--- src/rtl/vga_pkg.sv ---
// rtl/vga_pkg.sv - shared raster scan state encoding and screen geometry
package vga_pkg;

  typedef enum logic [1:0] {
    ST_IDLE = 2'd0,
    ST_SCAN = 2'd1,
    ST_DONE = 2'd2
  } scan_state_e;

  localparam int SCR_W_DEF = 160;
  localparam int SCR_H_DEF = 120;

endpackage

--- src/rtl/axis_counter.sv ---
// rtl/axis_counter.sv - loadable, enabled up-counter with terminal-count flag
module axis_counter #(
  parameter int W = 8
) (
  input  logic         clk,
  input  logic         reset,
  input  logic         load,
  input  logic [W-1:0] load_val,
  input  logic         en,
  input  logic [W-1:0] last_val,
  output logic [W-1:0] value,
  output logic         tc
);

  logic [W-1:0] value_q;
  logic [W-1:0] value_d;

  always_comb begin
    value_d = value_q;
    if (load) begin
      value_d = load_val;
    end else if (en) begin
      value_d = value_q + W'(1);
    end
  end

  always_ff @(posedge clk or posedge reset) begin
    if (reset) begin
      value_q <= '0;
    end else begin
      value_q <= value_d;
    end
  end

  assign value = value_q;
  assign tc    = (value_q == last_val);

endmodule

--- src/rtl/raster_scan_gen.sv ---
// rtl/raster_scan_gen.sv - walks a screen-clipped rectangle row by row, one pixel per plot handshake
module raster_scan_gen
  import vga_pkg::*;
#(
  parameter int X_W    = 8,
  parameter int Y_W    = 7,
  parameter int SCR_W  = SCR_W_DEF,
  parameter int SCR_H  = SCR_H_DEF,
  parameter int ADDR_W = 15
) (
  input  logic              clk,
  input  logic              reset,
  input  logic              start,
  input  logic              abort,
  input  logic [X_W-1:0]    xStart,
  input  logic [Y_W-1:0]    yStart,
  input  logic [X_W-1:0]    width,
  input  logic [Y_W-1:0]    height,
  input  logic              plotReady,
  output logic [X_W-1:0]    x,
  output logic [Y_W-1:0]    y,
  output logic [ADDR_W-1:0] addr,
  output logic              plot,
  output logic              busy,
  output logic              done
);

  localparam logic [X_W:0] SCR_W_V = (X_W+1)'(SCR_W);
  localparam logic [Y_W:0] SCR_H_V = (Y_W+1)'(SCR_H);

  scan_state_e       state_q, state_d;
  logic [X_W-1:0]    xs_q, xs_d;
  logic [X_W-1:0]    xl_q, xl_d;
  logic [Y_W-1:0]    yl_q, yl_d;
  logic [ADDR_W-1:0] addr_q, addr_d;

  logic           x_load, x_en, x_tc;
  logic           y_load, y_en, y_tc;
  logic [X_W-1:0] x_load_val;

  // One extra bit so the clip arithmetic against the screen edge cannot wrap.
  logic [X_W:0] rem_w, eff_w, x_last;
  logic [Y_W:0] rem_h, eff_h, y_last;
  logic         x_oob, y_oob, rect_ok, hs;

  always_comb begin
    x_oob   = ({1'b0, xStart} >= SCR_W_V);
    y_oob   = ({1'b0, yStart} >= SCR_H_V);
    rem_w   = SCR_W_V - {1'b0, xStart};
    rem_h   = SCR_H_V - {1'b0, yStart};
    eff_w   = ({1'b0, width}  < rem_w) ? {1'b0, width}  : rem_w;
    eff_h   = ({1'b0, height} < rem_h) ? {1'b0, height} : rem_h;
    x_last  = {1'b0, xStart} + eff_w - (X_W+1)'(1);
    y_last  = {1'b0, yStart} + eff_h - (Y_W+1)'(1);
    rect_ok = !x_oob && !y_oob && (eff_w != '0) && (eff_h != '0);
    hs      = plot && plotReady;
  end

  always_comb begin
    state_d    = state_q;
    xs_d       = xs_q;
    xl_d       = xl_q;
    yl_d       = yl_q;
    addr_d     = addr_q;
    x_load     = 1'b0;
    x_en       = 1'b0;
    y_load     = 1'b0;
    y_en       = 1'b0;
    x_load_val = (state_q == ST_IDLE) ? xStart : xs_q;
    case (state_q)
      ST_IDLE: begin
        if (start) begin
          xs_d    = xStart;
          xl_d    = x_last[X_W-1:0];
          yl_d    = y_last[Y_W-1:0];
          addr_d  = '0;
          x_load  = 1'b1;
          y_load  = 1'b1;
          state_d = rect_ok ? ST_SCAN : ST_DONE;
        end
      end
      ST_SCAN: begin
        // Abort wins over a handshake in the same cycle: the pixel is not consumed.
        if (abort) begin
          state_d = ST_IDLE;
        end else if (hs) begin
          if (x_tc && y_tc) begin
            state_d = ST_DONE;
          end else if (x_tc) begin
            x_load = 1'b1;
            y_en   = 1'b1;
            addr_d = addr_q + ADDR_W'(1);
          end else begin
            x_en   = 1'b1;
            addr_d = addr_q + ADDR_W'(1);
          end
        end
      end
      ST_DONE: state_d = ST_IDLE;
      default: state_d = ST_IDLE;
    endcase
  end

  always_ff @(posedge clk or posedge reset) begin
    if (reset) begin
      state_q <= ST_IDLE;
      xs_q    <= '0;
      xl_q    <= '0;
      yl_q    <= '0;
      addr_q  <= '0;
    end else begin
      state_q <= state_d;
      xs_q    <= xs_d;
      xl_q    <= xl_d;
      yl_q    <= yl_d;
      addr_q  <= addr_d;
    end
  end

  axis_counter #(.W(X_W)) u_x_cnt (
    .clk      (clk),
    .reset    (reset),
    .load     (x_load),
    .load_val (x_load_val),
    .en       (x_en),
    .last_val (xl_q),
    .value    (x),
    .tc       (x_tc)
  );

  axis_counter #(.W(Y_W)) u_y_cnt (
    .clk      (clk),
    .reset    (reset),
    .load     (y_load),
    .load_val (yStart),
    .en       (y_en),
    .last_val (yl_q),
    .value    (y),
    .tc       (y_tc)
  );

  assign addr = addr_q;
  assign plot = (state_q == ST_SCAN);
  assign busy = (state_q == ST_SCAN);
  assign done = (state_q == ST_DONE);

endmodule

--- config.mk ---
export PLATFORM = sky130hd
export DESIGN_NAME = raster_scan_gen
export DESIGN_NICKNAME = d
export VERILOG_FILES = /design/src/rtl/vga_pkg.sv /design/src/rtl/axis_counter.sv /design/src/rtl/raster_scan_gen.sv
export SDC_FILE = /design/constraint.sdc
export NUM_CORES = 1
export LEC_CHECK = 0
export BUFFER_PORTS_ARGS = -buffer_cell sky130_fd_sc_hd__buf_2
export CAP_MARGIN = 30
export CELL_PAD_IN_SITES_DETAIL_PLACEMENT = 1
export CELL_PAD_IN_SITES_GLOBAL_PLACEMENT = 2
export CORE_MARGIN = 3
export CORE_UTILIZATION = 34
export CTS_CLUSTER_SIZE = 12
export DETAILED_ROUTE_END_ITERATION = 10
export PLACE_DENSITY = 0.87
export SETUP_SLACK_MARGIN = 0.4
export SLEW_MARGIN = 0
export SYNTH_ARGS = -nofsm -noshare
export SYNTH_HDL_FRONTEND = slang
export SYNTH_SLANG_ARGS = --single-unit
--- constraint.sdc ---
create_clock -name clk -period 2.12 [get_ports clk]
set_input_delay 0.318 -clock clk [delete_from_list [all_inputs] [get_ports clk]]
set_output_delay 0.318 -clock clk [all_outputs]
set_load 0.02 [all_outputs]
==> key figures, run 1 <==
Status
  • Run status: finished with violations
  • Failing checks: setup timing

Die
  • Die ar.: 14000 um2
  • Die height: 118 um
  • Core Area: 12200 um2
  • Die Wd: 118 um
  • Io pins: 68
  • Rows: 40
  • Initial Util: 35.2%

Critical path
  • Critical Path Stages: 25
  • CP Launch Type: input port
  • CP peak stage delay: 0.34 ns
  • CP Data Arrival Time: 4.54 ns
  • Reg-to-Reg Start: xl_q[6]
  • Cell family contributing the most delay on the critical path: buffers and inverters
  • CP max-delay cell: o31ai_1
  • Worst setup path class: in -> reg
  • Crit path capture: xl_q[5]
  • R2R Path End: u_x_cnt.value[7]
  • CP endpoint kind: register
  • Reg2Reg Setup Slack: 0.02 ns
  • Critical Path Source: xStart[0]
  • CP required: 2.31 ns
  • R2R depth: 9
  • CP Buf/Inv Count: 10
  • CP most frequent cell: buf_4
  • Max FO, Critical Path: 8

CTS
  • Hold_buf cts: 0
  • CTS tree: built
  • Clock Path Buffers: 2
  • Clock latency on the worst-skew pair: 0.31 ns
  • Clock root cell: clkbuf_16
  • CTS Buf Count: 5
  • H-tree Lvls: 2
  • CTS sink count: 55
  • Clk slew on worst S/H paths: 0.08 ns

Yosys
  • Most frequent cell after synthesis: nand2_1
  • Synth Flop Type: dfrtp_1
  • Syn_nets: 585
  • Syn Area/Cell: 8.44 um2
  • Top-area cell type share of the netlist area: 32.2%
  • Synthesis warning total: 0
  • Synth top area cells: dfrtp_1, ha_1, xnor2_1
  • Fraction of registers with async set or reset after synthesis: 100%
  • Top cell type by total area after synthesis: dfrtp_1
  • Number of synthesized flops with an enable pin: 0
  • Mapped cell area: 4280 um2
  • Post-synth top cells: nand2_1, dfrtp_1, inv_1, o21ai_0
  • Netlist cell types: 55
  • Synthesis-stage register bit count: 55
  • Post-Synthesis Cells: 507
  • Sequential share of the synthesized area: 32.2%

Layout
  • Area grow syn2layout: 71.3%
  • Fillcell total: 1352
  • Non-Filler Instances: 896
  • Fin nets: 805
  • # diodes: 0
  • Share of layout cells above drive strength 1: 54.9%

Global route
  • Initial antenna violation count: 0
  • First-pass GRT wire length: 26300 um
  • Vias in the first global route: 5166
  • GR Util All Layers: 23.1%
  • Largest net degree at the start of global routing: 35
  • GRT overflow: 0

Routing
  • DRT antenna net count: 0
  • Routed via count: 4796
  • Vias per cell: 5.35
  • Iter 0 DRT Violations: 277
  • DR WL/cell: 21.9 um
  • Drt drc: 0
  • Drt pass-1 iters: 4
  • Final wirelength: 19600 um

Run
  • MaxCap Viol Count: 0

STA
  • Slew @ Worst Pin: 0.631 ns
  • Worst Clk Skew: 0.00886 ns
  • Final period util: 205%
  • Final Hold Fails: 0
  • Fmax: 0.230 GHz
  • Period minus WS final: 4.35 ns
  • Final setup viols: 17
  • Relative slew margins: 56.8%
  • Unrepaired setup endpoints after global routing: yes
  • Final WS setup: -2.23 ns
  • Max Slew Vio Count: 0

Power and ir drop
  • Gate power share: 58.8%
  • Switch share: 41.9%
  • Internal power: 3.68 mW
  • Sw power: 2.65 mW
  • Leakage Power: 3.42 nW
  • Flop pwr share: 26.0%
  • Worst VDD drop: 0.402 mV
  • Clock share of power: 15.1%
  • Power Density: 864 nW/um2

Place
  • PortBufs: 67
  • HPWL after detailed placement: 10800 um
  • Final Wtd Congestion: 0.803
  • DP Worst Slack: -2.38 ns
  • Placed cell count: 825

Worst hold path
  • Hold Path Class: in -> async
[what timing repair did]
action / 4_1_cts / 5_1_grt
endpoints found under the hold margin: 0 / 0
cloned: 2 / 0
endpoints found under the setup margin: 47 / 47
gates resized for setup: 143 / 66
pin swaps: 83 / 61
setup buffers: 48 / 13
[stage by stage]
| step | setup TNS [ns] | instance area [um2] | hold WS, ns | util [%] | power (mW) |
|---|---|---|---|---|---|
| 2_1_floorplan | -20.22 | 4550 | 0.435 | - | 3.07 |
| 3_3_place_gp | -24.82 | 5790 | 0.385 | 47.6 | 3.86 |
| 3_5_place_dp | -27.28 | 5790 | 0.387 | 47.6 | 3.98 |
| 4_1_cts | -19.03 | 6910 | 0.0653 | 56.8 | 5.66 |
| 5_1_grt | -25.88 | 7330 | 0.0858 | 60.3 | 6.65 |
| 6_report | -23.18 | 7330 | 0.0473 | 60.3 | 6.33 |
[registers in the layout (all words and copies together), names as in the netlist]
signal / cells
state_q: 2
xl_q: 8
xs_q: 8
u_x_cnt.value: 8
addr: 15
u_y_cnt.value: 7
yl_q: 7
[worst min-delay path by stage]
stage | endpoint | slack (ns) | depth (start not counted)
global placement | addr[4] | 0.39 | 2
finish | addr[5] | 0.05 | 2
floorplan | u_y_cnt.value[0] | 0.43 | 2
global route | state_q[1] | 0.09 | 2
CTS | addr[7] | 0.07 | 2
detailed placement | addr[5] | 0.39 | 2
[per-layer routing]
layer | global-route usage (%) | part of all wire, %
met5 | 0 | 0
met4 | 9.01 | 4.1
met3 | 3.40 | 3.9
met2 | 43.4 | 54
met1 | 26.1 | 38
[area by class of cell]
type	instances	area [um2]	area share, %
clock buffer	6	129	1.76
tap	168	210	2.87
inverter	49	194	2.64
multi-input combinational	386	3580	48.8
timing repair buffer	230	1790	24.4
clock inverter	2	37.5	0.512
sequential	55	1400	19.0
[kinds of logic (layout without fill, tap and decap cells)]
| kind of cell | after synthesis | in the layout | share of synthesized area [%] |
|---|---|---|---|
| xor gates and xnor gates | 59 | 59 | 12.1 |
| buffers and inverters | 66 | 287 | 5.90 |
| muxes | 13 | 13 | 3.16 |
| DFF | 55 | 55 | 32.2 |
| and+or+nand+nor | 166 | 166 | 19.0 |
| adders and majority gates | 43 | 43 | 12.9 |
| AOI/OAI and AO/OA | 105 | 105 | 14.8 |
[worst reg2reg max path: cells and delay by family, from the launching register on]
kind,cells,cell delay [ns]
AO/OA/AOI/OAI,2,0.35
AND/OR/NAND/NOR,2,0.25
buffers and inverters,3,0.52
flip-flops,1,0.44
XOR/XNOR,2,0.42
[power by group through the flow]
stage	registers, mW	clock network, mW	logic (mW)
floorplan	1.72	0	1.35
global placement	1.66	0	2.20
detailed placement	1.67	0	2.31
CTS	1.59	0.960	3.11
global route	1.67	1.02	3.96
finish	1.65	0.958	3.73
[cells in the final DEF, fill, tap and decap left out, drive strengths merged, types with 18 or more instances in the layout]
master and count:
nor2 32, xor2 18, dfrtp 55, nand2 65, o21ai 49, buf 230, inv 49, xnor2 41
ha 41, a21oi 24
(Power assumes the default switching activity.)
==> inputs of run 2 (changes only) <==
==> constraint.sdc (replaced) <==
create_clock -name clk -period 2.12 [get_ports clk]
set_input_delay 0.212 -clock clk [delete_from_list [all_inputs] [get_ports clk]]
set_output_delay 0.212 -clock clk [all_outputs]
set_load 0.02 [all_outputs]
==> run 2 against run 1 <==
Compared with the run above:
- the flow finishes with violations (hold timing, setup timing)
- die area stayed put
- first-iteration DRC count is 22% lower
- core utilization fell by 1.7 points
- non-clock buffer count down 10
- cell area shrank 2.8%
- clock power decreased by 13%
- sequential share of layout area up 0.57 points
- register-to-register slack hardly changed
- combinational power decreased by 8.8%
- count of clock-buffer cells in the layout unchanged
- critical path type unchanged
- critical endpoint is now xl_q[7]
==> key figures, run 2 (synthesis results as in run 1) <==
STA
  • Final setup viols: 17 (unchanged)
  • Minimum hold slack: -0.0199 ns (-0.0672 ns)
  • Worst Clk Skew: 0.00928 ns (+0.000415 ns)
  • Max Slew Vio Count: 0 (unchanged)
  • Relative slew margins: 41.5% (-15 points)
  • Unrepaired setup endpoints after global routing: yes
  • Fmax: 0.253 GHz (+10%)
  • Slew @ Worst Pin: 0.855 ns (+0.223 ns)
  • Final Hold Fails: 25 (+25)
  • Post-Route Setup TNS: -18.14 ns (+5.04 ns)
  • Period minus WS final: 3.95 ns (-0.401 ns)
  • Final WS setup: -1.83 ns (+0.401 ns)
  • Final period util: 186% (-19 points)

Layout
  • # diodes: 0 (unchanged)
  • Largest register FFs: 15 (unchanged)
  • Commonest non-fill, non-tap cell in the layout: buf_4
  • Most frequent cells in the layout: buf_4, buf_2, nand2_1, dfrtp_1, inv_1
  • Area grow syn2layout: 66.5%
  • Fin nets: 795 (-1.2%)
  • Share of layout cells above drive strength 1: 53.1% (-1.9 points)

Status
  • Run status: finished with violations
  • Failing checks: hold timing, setup timing

Routing
  • Routed via count: 4555 (-5.0%)
  • Drt drc: 0 (unchanged)
  • Iter 0 DRT Violations: 215 (-22%)
  • Final wirelength: 16800 um (-14%)
  • Drt pass-1 iters: 4 (unchanged)
  • DR WL/cell: 19.0 um (-13%)
  • Vias per cell: 5.14 (-4.0%)
  • DRT antenna net count: 0 (unchanged)

Die
  • Die ar.: 14000 um2 (unchanged)
  • Core Area: 12200 um2 (unchanged)
  • Io pins: 68 (unchanged)
  • Rows: 40 (unchanged)
  • Die height: 118 um (unchanged)
  • Die Wd: 118 um (unchanged)
  • Initial Util: 35.2% (unchanged)

Critical path
  • CP required: 2.30 ns (about the same)
  • CP peak stage delay: 0.56 ns (+0.22 ns)
  • CP most frequent cell: inv_2
  • CP max-delay cell: or4_4
  • Crit path cell chain: buf_6 -> or4_4 -> o211a_1 -> a211oi_2 -> ha_2 -> nor2_2 -> a311oi_2 -> nand4_2 -> nand2_4 -> mux2i_1 -> ha_1 -> inv_2 -> ha_4 -> inv_2 -> fa_2 -> nor2b_4 -> nor3_2 -> o21bai_1 -> a21oi_1 -> xnor2_1 -> and3_1 -> o31ai_2
  • Worst setup path class: in -> reg
  • Critical Path Source: xStart[0]
  • CP endpoint kind: register
  • CP Launch Type: input port
  • Max FO, Critical Path: 5 (-3)
  • CP Data Arrival Time: 4.13 ns (-0.41 ns)
  • Crit path capture: xl_q[7]
  • R2R Path End: u_y_cnt.value[6]
  • R2R depth: 8 (-1)
  • Reg2Reg Setup Slack: 0.02 ns (about the same)
  • Reg-to-Reg Start: u_x_cnt.value[2]

Global route
  • Initial antenna violation count: 0 (unchanged)
  • First-pass GRT wire length: 24700 um (-6.0%)
  • Vias in the first global route: 4962 (-3.9%)
  • GR Util All Layers: 21.7% (-1.4 points)
  • GRT overflow: 0 (unchanged)
  • Largest net degree at the start of global routing: 32 (-8.6%)

CTS
  • Clock Path Buffers: 2 (unchanged)
  • CTS sink count: 55 (unchanged)
  • Clk slew on worst S/H paths: 0.08 ns (about the same)
  • Clock root cell: clkbuf_16
  • H-tree Lvls: 2 (unchanged)
  • CTS tree: built
  • CTS Buf Count: 5 (unchanged)
  • Clock latency on the worst-skew pair: 0.30 ns (about the same)
  • Hold_buf cts: 0 (unchanged)

Power and ir drop
  • Switch share: 41.1% (-0.75 points)
  • Flop pwr share: 28.2% (+2.2 points)
  • Sw power: 2.43 mW (-8.5%)
  • Clock share of power: 14.1% (-1.0 points)
  • Power Density: 827 nW/um2 (-4.2%)
  • Gate power share: 57.7% (-1.1 points)
  • Leakage Power: 3.34 nW (-2.4%)
  • Internal power: 3.47 mW (-5.7%)
  • Worst VDD drop: 0.417 mV (+3.9%)
  • Total Power: 5.90 mW (-6.9%)

Place
  • Final Wtd Congestion: 0.828 (+3.1%)
  • DP Worst Slack: -2.29 ns (+0.0859 ns)
  • HPWL after detailed placement: 10900 um (+0.41%)
  • PortBufs: 67 (unchanged)

Worst hold path
  • Hold Path Class: in -> async

Run
  • MaxCap Viol Count: 0 (unchanged)
-- run 2: cell types whose count changed in the layout (fill, tap and decap cells not counted), sizes merged --
cell    previous run  this run
clkinv             0         1
buf              230       219
bufinv             1         0
clkbuf             6         7
-- run 2: final cells by class --
cell class	count	area (um2)
clock buffers	6	129
fillers	1404	5030
inverters	49	186
multi-input cells	386	3500
clock inverters	2	12.5
repair buffers	220	1690
well taps	168	210
flip-flops and latches	55	1400
-- run 2: layer usage --
metal / track usage (%) / vias to the layer above / share of wire [%]
met5: 0 / - / 0
met2: 42.1 / 81 / 56
met4: 5.57 / 0 / 1.7
met1: 25.4 / 2279 / 41
li1: - / 2173 / -
met3: 1.87 / 22 / 2.1
-- run 2: worst max-delay path: cells and delay by family --
family	cells	cell delay (ns)
xor gates and xnor gates	1	0.18
and+or+nand+nor	7	1.34
muxes	1	0.19
buffers and inverters	3	0.21
adders and majority gates	4	1.01
AOI/OAI and AO/OA	6	1.00
-- run 2: per-stage QoR --
step	cell area (um2)	cells	hold slack, ns	utilization [%]
global route	7130	886	0.0240	58.6
CTS	6600	861	0.000501	54.2
global placement	5790	826	0.310	47.6
detailed placement	5790	826	0.317	47.6
finish	7130	886	-0.0199	58.6
floorplan	4550	507	0.329	-
-- run 2: how the worst min path moves through the flow --
stage | slack, ns | depth (start not counted) | endpoint
final | -0.02 | 2 | addr[10]
after global routing | 0.02 | 2 | addr[9]
after CTS | 0.0005 | 2 | addr[10]
after detailed placement | 0.32 | 2 | addr[5]
after global placement | 0.31 | 2 | xs_q[1]
after floorplan | 0.33 | 2 | u_y_cnt.value[0]
-- run 2: timing repair --
action	4_1_cts	5_1_grt
resized for setup	124	67
setup endpoints to repair	47	47
pin swaps	81	44
setup buffers	26	24
gates cloned	1	1
-- run 2: power by group through the flow --
stage	registers [mW]	clock network, mW	logic (mW)
floorplan	1.72	0	1.35
global placement	1.65	0	2.22
detailed placement	1.67	0	2.34
CTS	1.62	0.834	2.88
global route	1.70	0.877	3.68
finish	1.66	0.832	3.40
==> inputs of run 3 (changes only) <==
--- a/config.mk
+++ b/config.mk
@@ -13,6 +13,7 @@
 export CORE_UTILIZATION = 34
 export CTS_CLUSTER_SIZE = 12
 export DETAILED_ROUTE_END_ITERATION = 10
+export MAX_ROUTING_LAYER = met4
 export PLACE_DENSITY = 0.87
 export SETUP_SLACK_MARGIN = 0.4
 export SLEW_MARGIN = 0
==> constraint.sdc (replaced) <==
create_clock -name clk -period 2.12 [get_ports clk]
set_input_delay 0.212 -clock clk [delete_from_list [all_inputs] [get_ports clk]]
set_output_delay 0.212 -clock clk [all_outputs]
set_load 0.1 [all_outputs]
==> run 3 against run 2 <==
Compared with the run above:
- the run ends with setup timing left
- hold slack better by 0.30 ns
- highest routed layer unchanged
- critical path depth stayed put
- wire length is 7.1% higher
- die area stayed put
- via count is 1.4% higher
- sequential share of layout area is 0.077 points higher
- largest cell class unchanged
- worst setup slack worse by 0.36 ns
- critical endpoint unchanged
- clock power is 14% higher
- largest power group unchanged
- first-iteration DRC count is 2.8% lower
- combinational power is 21% higher
==> key figures, run 3 (synthesis results as in run 1) <==
Critical path
  • Critical Path Stages: 22 (unchanged)
  • CP peak stage delay: 0.56 ns (about the same)
  • CP required: 2.30 ns (about the same)
  • Reg-to-Reg Start: u_x_cnt.value[6]
  • Critical Path Source: xStart[2]
  • CP max-delay cell: or4_4
  • CP Data Arrival Time: 4.48 ns (+0.35 ns)
  • Worst setup path class: in -> reg
  • CP Launch Type: input port
  • R2R Path End: addr[9]
  • Max FO, Critical Path: 8 (+3)
  • R2R depth: 8 (unchanged)
  • Crit path cell chain: buf_6 -> or4_4 -> o211a_1 -> a211oi_2 -> ha_2 -> nor2_4 -> a311oi_4 -> nand4_2 -> buf_4 -> buf_6 -> a21oi_2 -> a31oi_1 -> ha_1 -> inv_1 -> ha_1 -> nor2b_4 -> nor3_2 -> o21bai_1 -> a21oi_2 -> xnor2_2 -> and3_1 -> o31ai_2
  • CP Buf/Inv Count: 4 (+1)
  • Crit path capture: xl_q[7]
  • Cell family contributing the most delay on the critical path: compound AO/OA/AOI/OAI gates
  • CP endpoint kind: register
  • Reg2Reg Setup Slack: 0.09 ns (+0.07 ns)

CTS
  • CTS sink count: 55 (unchanged)
  • Clock Path Buffers: 2 (unchanged)
  • CTS Buf Count: 5 (unchanged)
  • CTS tree: built
  • Clk slew on worst S/H paths: 0.07 ns (about the same)
  • Clock root cell: clkbuf_16
  • H-tree Lvls: 2 (unchanged)
  • Clock latency on the worst-skew pair: 0.30 ns (about the same)

STA
  • Relative slew margins: 67.5% (+26 points)
  • Post-Route Setup TNS: -21.53 ns (-3.39 ns)
  • Max Slew Vio Count: 0 (unchanged)
  • Final Hold Fails: 0 (-100%)
  • Fmax: 0.232 GHz (-8.2%)
  • Period minus WS final: 4.31 ns (+0.355 ns)
  • Slew @ Worst Pin: 0.491 ns (-0.364 ns)
  • Final setup viols: 17 (unchanged)
  • Worst Clk Skew: 0.00562 ns (-0.00365 ns)
  • Final WS setup: -2.19 ns (-0.355 ns)
  • Unrepaired setup endpoints after global routing: yes
  • Final period util: 203% (+17 points)
  • Minimum hold slack: 0.283 ns (+0.303 ns)

Place
  • DP Worst Slack: -2.28 ns (+0.00725 ns)
  • PortBufs: 67 (unchanged)
  • HPWL after detailed placement: 11100 um (+2.6%)
  • Placed cell count: 826 (unchanged)
  • Final Wtd Congestion: 0.948 (+15%)

Routing
  • Iter 0 DRT Violations: 209 (-2.8%)
  • Drt pass-1 iters: 4 (unchanged)
  • Metal2 WL: 9640 um (+3.0%)
  • WL met1: 7310 um (+7.3%)
  • Routed via count: 4620 (+1.4%)
  • Top Layer Used: met4
  • Final wirelength: 18000 um (+7.1%)
  • DRT antenna net count: 0 (unchanged)
  • DR WL/cell: 20.3 um (+7.1%)
  • Drt drc: 0 (unchanged)
  • Vias per cell: 5.21 (+1.4%)
  • Met3 wire length: 530 um (+53%)

Global route
  • Largest net degree at the start of global routing: 46 (+44%)
  • GR Util All Layers: 22.9% (+1.1 points)
  • GRT overflow: 0 (unchanged)
  • Vias in the first global route: 4889 (-1.5%)
  • Initial antenna violation count: 0 (unchanged)
  • First-pass GRT wire length: 24900 um (+0.70%)

Layout
  • Non-Filler Instances: 886 (unchanged)
  • Fillcell total: 1396 (-0.57%)
  • Area grow syn2layout: 66.3%
  • Fin nets: 795 (unchanged)
  • Most frequent cells in the layout: buf_4, buf_2, nand2_1, inv_1, dfrtp_1
  • Commonest non-fill, non-tap cell in the layout: buf_4
  • Largest register FFs: 15 (unchanged)
  • Share of layout cells above drive strength 1: 53.3% (+0.28 points)
  • # diodes: 0 (unchanged)
  • Final Util: 58.5% (-0.072 points)

Die
  • Core Area: 12200 um2 (unchanged)
  • Rows: 40 (unchanged)
  • Initial Util: 35.2% (unchanged)
  • Die ar.: 14000 um2 (unchanged)
  • Die Wd: 118 um (unchanged)
  • Io pins: 68 (unchanged)
  • Die height: 118 um (unchanged)

Power and ir drop
  • Worst VDD drop: 0.391 mV (-6.4%)
  • Leakage Power: 3.34 nW (about the same)
  • Power Density: 944 nW/um2 (+14%)

Status
  • Failing checks: setup timing
  • Run status: finished with violations

Run
  • MaxCap Viol Count: 0 (unchanged)

Worst hold path
  • Hold Path Class: in -> reg
## run 3: layout make-up
class,instances,area (um2),area share [%]
clock buffer,7,133,1.86
inverter,49,191,2.69
multi-input combinational,386,3500,49.2
clock inverter,1,30.0,0.422
tap,168,210,2.95
timing repair buffer,220,1650,23.2
sequential,55,1400,19.7
## run 3: metal layers
layer,track usage [%],up-vias
li1,-,2168
met1,25.4,2323
met2,42.0,97
met3,3.49,32
met4,7.18,0
met5,-,-
## run 3: report_power, final
part / switching [mW] / internal [mW]
Combinational: 2.44 / 1.68
Clock: 0.386 / 0.560
Sequential: 0.317 / 1.34
Total: 3.14 / 3.58
## run 3: worst register-to-register path, cell delays in order (launching register included)
cell and delay [ns]:
dfrtp_2 0.44, xnor2_1 0.16, nand4_1 0.30, nor4_4 0.39
o21ai_4 0.11, buf_8 0.16, nand4_1 0.10, xor2_1 0.20
nor2_1 0.06
## run 3: worst min path at each step
stage	from	endpoint	slack, ns	cells after the start
final	yStart[0]	u_y_cnt.value[0]	0.28	4
after global routing	yStart[1]	u_y_cnt.value[1]	0.29	4
after CTS	plotReady	state_q[0]	0.23	3
after detailed placement	reset	xs_q[3]	0.14	2
after global placement	reset	xs_q[3]	0.14	2
after floorplan	yStart[2]	u_y_cnt.value[2]	0.33	2
## run 3: timing repair
action,4_1_cts,5_1_grt
setup buffers,23,28
setup endpoints to repair,47,47
hold endpoints to repair,8,0
pin swaps,54,65
gates resized for setup,79,95
hold buffers,1,0
## run 3: through the flow
stage / power, mW / area (um2)
6_report: 6.72 / 7120
5_1_grt: 7.06 / 7120
4_1_cts: 5.99 / 6460
3_5_place_dp: 4.68 / 5780
3_3_place_gp: 4.54 / 5780
2_1_floorplan: 3.74 / 4560
